===== src/rtl/coherence_bus_ctrl.sv =====
// Coherence bus controller: arbitrates two dcaches onto one RAM port, snoops the
// non-requesting cache on reads and forwards modified blocks cache-to-cache.
module coherence_bus_ctrl (
    input  logic        CLK,
    input  logic        nRST,
    input  logic [1:0]  dREN,
    input  logic [1:0]  dWEN,
    input  logic [31:0] daddr0,
    input  logic [31:0] daddr1,
    input  logic [31:0] dstore0,
    input  logic [31:0] dstore1,
    input  logic [1:0]  cctrans,
    input  logic [1:0]  ccwrite,
    output logic [1:0]  dwait,
    output logic [31:0] dload0,
    output logic [31:0] dload1,
    output logic [1:0]  ccwait,
    output logic [1:0]  ccinv,
    output logic [31:0] ccsnoopaddr0,
    output logic [31:0] ccsnoopaddr1,
    output logic        ramREN,
    output logic        ramWEN,
    output logic [31:0] ramaddr,
    output logic [31:0] ramstore,
    input  logic [31:0] ramload,
    input  logic        ram_ready
);

    typedef enum logic [3:0] {
        ST_IDLE,
        ST_SNOOP,
        ST_SNOOP_DEC,
        ST_MEM_R0,
        ST_MEM_R1,
        ST_C2C_W0,
        ST_C2C_W1,
        ST_WB_W0,
        ST_WB_W1
    } state_t;

    state_t           r_state;
    state_t           w_next_state;
    logic             r_req;
    logic             r_last_grant;

    logic [1:0]       w_cand;
    logic             w_gnt;
    logic             w_oth;
    logic [31:0]      w_daddr_req;
    logic [31:0]      w_daddr_oth;
    logic [31:0]      w_dstore_req;
    logic [31:0]      w_dstore_oth;
    logic             w_snoop_hit;
    logic [1:0][31:0] w_dload;
    logic [1:0][31:0] w_snpaddr;

    assign w_cand = cctrans & (dREN | dWEN);
    // Round-robin only matters on a tie; a lone candidate always wins.
    assign w_gnt  = (&w_cand) ? ~r_last_grant : w_cand[1];
    assign w_oth  = ~r_req;

    assign w_daddr_req  = r_req ? daddr1  : daddr0;
    assign w_daddr_oth  = r_req ? daddr0  : daddr1;
    assign w_dstore_req = r_req ? dstore1 : dstore0;
    assign w_dstore_oth = r_req ? dstore0 : dstore1;
    assign w_snoop_hit  = cctrans[w_oth] & ccwrite[w_oth];

    always_ff @(posedge CLK or negedge nRST) begin
        if (!nRST) begin
            r_state <= ST_IDLE;
        end else begin
            r_state <= w_next_state;
        end
    end

    always_ff @(posedge CLK or negedge nRST) begin
        if (!nRST) begin
            r_req        <= 1'b0;
            r_last_grant <= 1'b1;
        end else if (r_state == ST_IDLE && |w_cand) begin
            r_req        <= w_gnt;
            r_last_grant <= w_gnt;
        end
    end

    always_comb begin
        w_next_state = r_state;
        case (r_state)
            ST_IDLE:      if (|w_cand) w_next_state = dWEN[w_gnt] ? ST_WB_W0 : ST_SNOOP;
            ST_SNOOP:     w_next_state = ST_SNOOP_DEC;
            ST_SNOOP_DEC: w_next_state = w_snoop_hit ? ST_C2C_W0 : ST_MEM_R0;
            ST_MEM_R0:    if (ram_ready) w_next_state = ST_MEM_R1;
            ST_MEM_R1:    if (ram_ready) w_next_state = ST_IDLE;
            ST_C2C_W0:    if (ram_ready) w_next_state = ST_C2C_W1;
            ST_C2C_W1:    if (ram_ready) w_next_state = ST_IDLE;
            ST_WB_W0:     if (ram_ready) w_next_state = ST_WB_W1;
            ST_WB_W1:     if (ram_ready) w_next_state = ST_IDLE;
            default:      w_next_state = ST_IDLE;
        endcase
    end

    // The snooped cache stays in snoop mode until the requester's block is done.
    always_comb begin
        dwait     = 2'b11;
        w_dload   = '0;
        ccwait    = '0;
        ccinv     = '0;
        w_snpaddr = '0;
        ramREN    = 1'b0;
        ramWEN    = 1'b0;
        ramaddr   = '0;
        ramstore  = '0;
        case (r_state)
            ST_SNOOP, ST_SNOOP_DEC: begin
                ccwait[w_oth]    = 1'b1;
                ccinv[w_oth]     = ccwrite[r_req];
                w_snpaddr[w_oth] = w_daddr_req;
            end
            ST_MEM_R0, ST_MEM_R1: begin
                ccwait[w_oth]  = 1'b1;
                ccinv[w_oth]   = ccwrite[r_req];
                ramREN         = 1'b1;
                ramaddr        = w_daddr_req;
                w_dload[r_req] = ramload;
                dwait[r_req]   = ~ram_ready;
            end
            ST_C2C_W0, ST_C2C_W1: begin
                ccwait[w_oth]  = 1'b1;
                ccinv[w_oth]   = ccwrite[r_req];
                ramWEN         = 1'b1;
                ramaddr        = w_daddr_oth;
                ramstore       = w_dstore_oth;
                w_dload[r_req] = w_dstore_oth;
                dwait          = {2{~ram_ready}};
            end
            ST_WB_W0, ST_WB_W1: begin
                ramWEN       = 1'b1;
                ramaddr      = w_daddr_req;
                ramstore     = w_dstore_req;
                dwait[r_req] = ~ram_ready;
            end
            default: ;
        endcase
    end

    assign dload0       = w_dload[0];
    assign dload1       = w_dload[1];
    assign ccsnoopaddr0 = w_snpaddr[0];
    assign ccsnoopaddr1 = w_snpaddr[1];

endmodule


===== config.mk =====
export PLATFORM = sky130hd
export DESIGN_NAME = coherence_bus_ctrl
export DESIGN_NICKNAME = d
export VERILOG_FILES = /design/src/rtl/coherence_bus_ctrl.sv
export SDC_FILE = /design/constraint.sdc
export NUM_CORES = 1
export LEC_CHECK = 0
export ABC_AREA = 1
export CAP_MARGIN = 10
export CORE_AREA = 2 2 142 144
export DETAILED_ROUTE_END_ITERATION = 10
export DIE_AREA = 0 0 144 146
export SETUP_SLACK_MARGIN = 0.1
export SLEW_MARGIN = 20
export SYNTH_ARGS = -nofsm -noshare
export SYNTH_HDL_FRONTEND = slang
export SYNTH_SLANG_ARGS = --single-unit

===== constraint.sdc =====
create_clock -name CLK -period 3.9 [get_ports CLK]
set_input_delay 0.78 -clock CLK [delete_from_list [all_inputs] [get_ports CLK]]
set_output_delay 0.78 -clock CLK [all_outputs]
set_load 0.005 [all_outputs]

# --- Word level (Yosys, flattened, before mapping) ---
# Cells that the tools add are included.
totals:
  register_bits: 6
  latch_bits: 0
  ram_bits: 0
  romBits: 0
  inputBits: 171
  out_inout_bits: 200
  wordCells: 86
  n_memories: 0
op_classes:
  n_addsub: 0
  mul: 0
  div_mod_pow: 0
  order_cmp: 5
  eq_ne: 13
  shifts: 0
  muxes: 38
  n_bitwise: 12
  reduce_logical: 15
op_table:
  columns: ["op", "count"]
  rows:
  - ["AND 64 bit", 3]
  - ["two-way mux 32 bit", 6]
  - ["one-hot mux 32 bit (2 select lines)", 2]
  - ["one-hot mux 64 bit (2 select lines)", 1]
  - ["demux 32 bit (select 1 bit)", 2]
  - ["two-way mux 64 bit", 1]
  - ["one-hot mux 4 bit (7 select lines)", 1]
  - ["two-way mux 4 bit", 5]
  - ["== test 4 x 3 -> 1 bit (second input constant)", 4]
  - ["two-way mux 1 bit", 13]
  - ["OR reduction 2 bit", 5]
  - ["== test 4 x 2 -> 1 bit (second input constant)", 2]
  - ["OR reduction 4 bit", 2]
  - ["less-than comparator 1 x 2 -> 1 bit (second input constant)", 3]
  - ["two-way mux 3 bit", 2]
  - ["!= test 2 bit (second input constant)", 3]
  - ["OR reduction 6 bit", 1]
  - ["AND reduction 5 bit", 1]
  - ["AND 2 bit", 2]
  - ["== test 4 x 1 -> 1 bit (second input constant)", 1]
  - ["== test 4 bit (second input constant)", 1]
  - ["logical NOT 4 bit", 1]
  - ["two-way mux 2 bit", 2]
  - ["!= test 2 x 1 -> 1 bit (second input constant)", 2]
  - ["10 further kinds", 17]

# --- Longest topological paths before layout ---
logic_depth:
  word_depth: 9
  depth_mapped: 10
  mapped_depth_nobuf: 9

# --- Least setup slack after synthesis ---
# Ideal clock, no wire load.
synth_timing:
  path_kind: "reg2out"
  startpoint: "register r_state[1]"
  endpoint: "output port dload1[10]"
  arrival_time_ns: 1.266
  required_time_ns: 3.120
  setup_slack_ns: 1.854
  path_stages_with_launch: 10
  path_buffers: 2
  path_cell_list: "dfrtp_1 > buf_4 > nor2_1 > nand2_1 > nand2_2 > inv_2 > nand2_4 > nand2_4 > buf_6 > nor2_1"
synth_between:
  elab_chain_cells: 3
  word_cells_on_any_way: 7
  classes_between: "eq/ne (4); mux (1); reduce/logical (2)"
synth_rtl:
  columns: ["item", "line", "text"]
  rows:
  - ["from (decl)", "41", "state_t r_state;"]
  - ["from (signal assigned)", "72", "r_state <= w_next_state;"]
  - ["== test 4 x 3 -> 1 bit or == test 4 x 2 -> 1 bit (tied branches)", "113", "case (r_state)"]
  - ["OR reduction 2 bit", "113", null]
  - ["one-hot mux 64 bit (2 select lines) *", "113", null]
  - ["to (decl)", "16", "output logic [31:0] dload1,"]
# Mark *: on every way between the ends. The rest lies on a longest branch, timed or not.

# --- Final worst setup path ---
layout_timing:
  startpoint: "register r_state[3]"
  endpoint: "output port ccsnoopaddr1[30]"
layout_between:
  elab_chain_cells: 3
  word_cells_on_any_way: 4
  classes_between: "eq/ne (2); mux (1); reduce/logical (1)"
layout_rtl:
  columns: ["item", "line", "text"]
  rows:
  - ["== test 4 x 2 -> 1 bit or == test 4 x 1 -> 1 bit (tied branches)", "113", null]
  - ["OR reduction 2 bit *", "113", null]
  - ["two-way mux 64 bit *", "113", null]
  - ["to (decl)", "20", "output logic [31:0] ccsnoopaddr1,"]
# Marks and branches as above.

==> summary.md <==
| Metric | Value |
|---|---|
| Status | `finished, final reports clean` |
| Die ar. | `0.02102 mm2` |
| RSZ-0062 raised after global routing | `false` |
| Post-synthesis adder-cell area fraction | `0%` |
| Total vias in the final route | `5923` |
| Sequential area share after synthesis | `3.931%` |
| Detail Route Antenna Nets | `0` |
| Asr flop ratio synth | `100.0%` |
| Clk pwr share | `3.4%` |
| Max Buffers Root-to-Sink | `2` |
| Crit path max-delay family | `buffers and inverters` |
| Post-route minimum period | `3.498 ns` |
| Boundary pin count | `371` |
| Clock Skew | `approximately 0.0042 ns` |
| Leading area contributor after synthesis | `nand2_1` |
| Row cnt | `51` |
| Worst Setup End Kind | `output port` |
| Top FF cell, synth | `dfrtp_1` |
| P_sw | `0.002453 W` |
| Final net count | `1205` |
| Initial DRC count | `slightly above 200` |
| Dpl ws | `between 0.6 and 0.7 ns` |
| Mapped cell area | `roughly 0.0039 mm2` |
| Final WS setup | `0.4023 ns` |
| Cell Int Power | `0.002550 W` |
| Layout cell share with drive strength beyond 1 | `7.648%` |
| Count of max-cap constraint violations | `0` |
| PostCTS Resize Cnt | `0` |
| Routed WL | `19990 um` |
| DRT Pass-1 Iters | `4` |
| Starting density of the core | `between 10% and 20%` |
| Worst VDD drop | `0.3817 mV` |
| Multiplexer share of the synthesized area | `8.317%` |
| CP max stage delay | `0.72 ns` |
| CP Max Fanout | `35` |
| Logic pwr share | `around 94%` |
| Mean Syn Cell Area | `5.447 um2` |
| Yosys warns | `0` |
| Clock transition at path regs | `0.04 ns` |
| Synth top area cells | `nand2_1 (15%), nor2_1 (13%), o21ai_0 (12%), o22ai_2 (9.4%), mux2i_1 (8.3%)` |
| Tot GR Track Use | `between 10% and 20%` |
| Reg power frac | `3.0%` |
| Yosys cell types | `27` |
| Hold-fix buffers, CTS | `0` |
| Largest net degree at the start of global routing | `55` |
| Post-CTS repair timing setup buffer count | `0` |
| Synth Area in Simple Gates | `between 30% and 40%` |
| Slew HR | `a little over a third` |
| Antenna violations before repair | `1` |
| Max Slew Vio Count | `0` |
| Synth top area share | `15.01%` |
| CTS tree | `built` |
| Crit share post-route | `89.68%` |
| Slew at the pin closest to its max-slew limit | `0.9492 ns` |
| Crit path cell chain | `inv_2, nand2_2, nor2_1, a21oi_4, buf_4, nor3_1, clkdlybuf4s50_1` |
| Vias in the first global route | `5361` |
| CTS Sinks | `6` |
| XOR/XNOR share of the synthesized area | `0%` |
| Num CTS Buffers | `3` |
| Setup TNS | `0 ns` |
| Input/output buffers | `370` |
| Largest family of logic cells by synthesized area | `simple AND/OR/NAND/NOR gates` |
| Seq cells post-synth | `6` |
| Required time of the critical path | `3.12 ns` |
| Placer Congestion | `0.9025` |
| First-pass GRT wire length | `between 20000 and 30000 um` |
| Mapped Nets | `878` |
| Final Setup Violations | `0` |
| Fillers | `2081` |
| WP buf/inv | `3` |
| Die Y | `146 um` |
| CTS root buffer | `clkbuf_16` |
| Fmax | `0.2859 GHz` |
| Worst Path Arrival | `approximately 2.7 ns` |
| Crit path max-delay cell type | `a21oi_4` |
| Syn-to-layout area delta | `100.0%` |
| Switching share of power | `49.02%` |
| Worst skew pair latency | `around 0.23 ns` |
| Nature of the critical path startpoint | `flip-flop` |
| Leak | `2.983 nW` |
| Final core utilization | `roughly 40%` |
| HPWL after detailed placement | `around 16000 um` |
| Drt wl/cell | `~15 um` |
| Total gr overflow | `0` |
| Drt via density | `4.560` |
| Post-synth EDFFs | `0` |
| Cell Pwr Density | `649.6 mW/mm2` |
| Die Span X | `144 um` |
| Compound-Gate Fraction of Synth Area | `about a third` |
| Post-Synthesis Cells | `707` |
| DRC | `0` |
| Final hold vios | `0` |
| Worst hold path type | `flip-flop to flip-flop` |
| WS Path Type | `flip-flop to output port` |
| H-tree levels | `1` |
| Core Region | `a little under 0.02 mm2` |
power by group through the flow:
| stage | Clock (W) | Combinational, W | Sequential (W) |
|---|---|---|---|
| after detailed placement | 0 | 0.00470 | 0.000153 |
| after global placement | 0 | 0.00472 | 0.000151 |
| after CTS | 0.000173 | 0.00473 | 0.000153 |
| after floorplan | 0 | 0.00253 | 0.000110 |
| final | 0.000170 | 0.00468 | 0.000152 |
| after global routing | 0.000177 | 0.00510 | 0.000159 |
cell type report:
cell class / count / area, um2 / share of cell area [%]
timing repair buffer: 386 / 3874 / 50.29
sequential: 6 / 155.1 / 2.014
inverter: 52 / 198.9 / 2.583
multi-input combinational: 585 / 3062 / 39.75
clock buffer: 4 / 78.83 / 1.023
antenna: 1 / 2.502 / 0.03249
tap: 265 / 331.6 / 4.305
registers in the layout, summed over array words and instances, names as in the netlist:
name,cells
r_req,1
r_last_grant,1
r_state,4
stage by stage:
stage          cell area [um2]  hold slack, ns  std cells  total power, W
2_1_floorplan             3851          0.4628        707        0.002644
3_3_place_gp              7621          0.4926       1294        0.004870
3_5_place_dp              7621          0.4894       1294        0.004857
4_1_cts                   7700          0.4985       1298        0.005057
5_1_grt                   7702          0.5190       1299        0.005433
6_report                  7702          0.4963       1299        0.005003
routing by layer:
metal	track usage, %	vias to the layer above	wire [um]
met4	1.961	0	156
li1	-	3015	-
met5	0	-	0
met1	20.62	2657	8124
met3	2.896	12	1533
met2	32.64	239	10180
tightest hold or removal path, cell delays in order, from the launching register on:
cell	delay (ns)
dfrtp_1	0.34
nand2_1	0.06
nand2_1	0.06
path summary, 6_finish.rpt:
| kind | startpoint | endpoint | slack (ns) | cells past startpoint |
|---|---|---|---|---|
| max | r_state[3] | ccsnoopaddr1[30] | 0.40 | 7 |
| min | r_state[2] | r_state[2] | 0.50 | 2 |
| max reg2reg | r_req | r_state[1] | 2.19 | 6 |
| min reg2reg | r_state[2] | r_state[2] | 0.50 | 2 |
| max in group asynchronous | nRST | r_last_grant | 2.83 | 1 |
| min in group asynchronous | nRST | r_state[3] | 0.80 | 1 |
cell usage in the layout, fill, tap and decap left out, types with 2 or more instances in the layout:
cell               n
o22ai_1           10
clkbuf_16          3
buf_4             12
o22ai_2           29
o21ai_0           95
nor2_4             2
buf_12             4
inv_2              8
nor3_2             8
nand2_2            4
o21ai_1           61
inv_1             42
clkdlybuf4s50_1  370
nor3_1            32
nor2_1           131
mux2i_1           32
nand2_1          154
nand3_1           16
o211ai_1           2
nand2_4            3
dfrtp_1            4
synthesized netlist by cell type, drive strengths merged (2+ instances only):
cell type,n
a21oi,2
nand2,161
inv,52
o22ai,39
nor2,134
nor3,40
o211ai,2
o21ai,156
nand3,16
dfrtp,5
buf,49
mux2i,32
clkbuf,15
kinds of logic after synthesis:
| family | Yosys count |
|---|---|
| simple gates | 352 |
| flops | 6 |
| mux | 32 |
| buf+inv | 116 |
| compound gates | 201 |
Power figures use the tool's default switching activity.
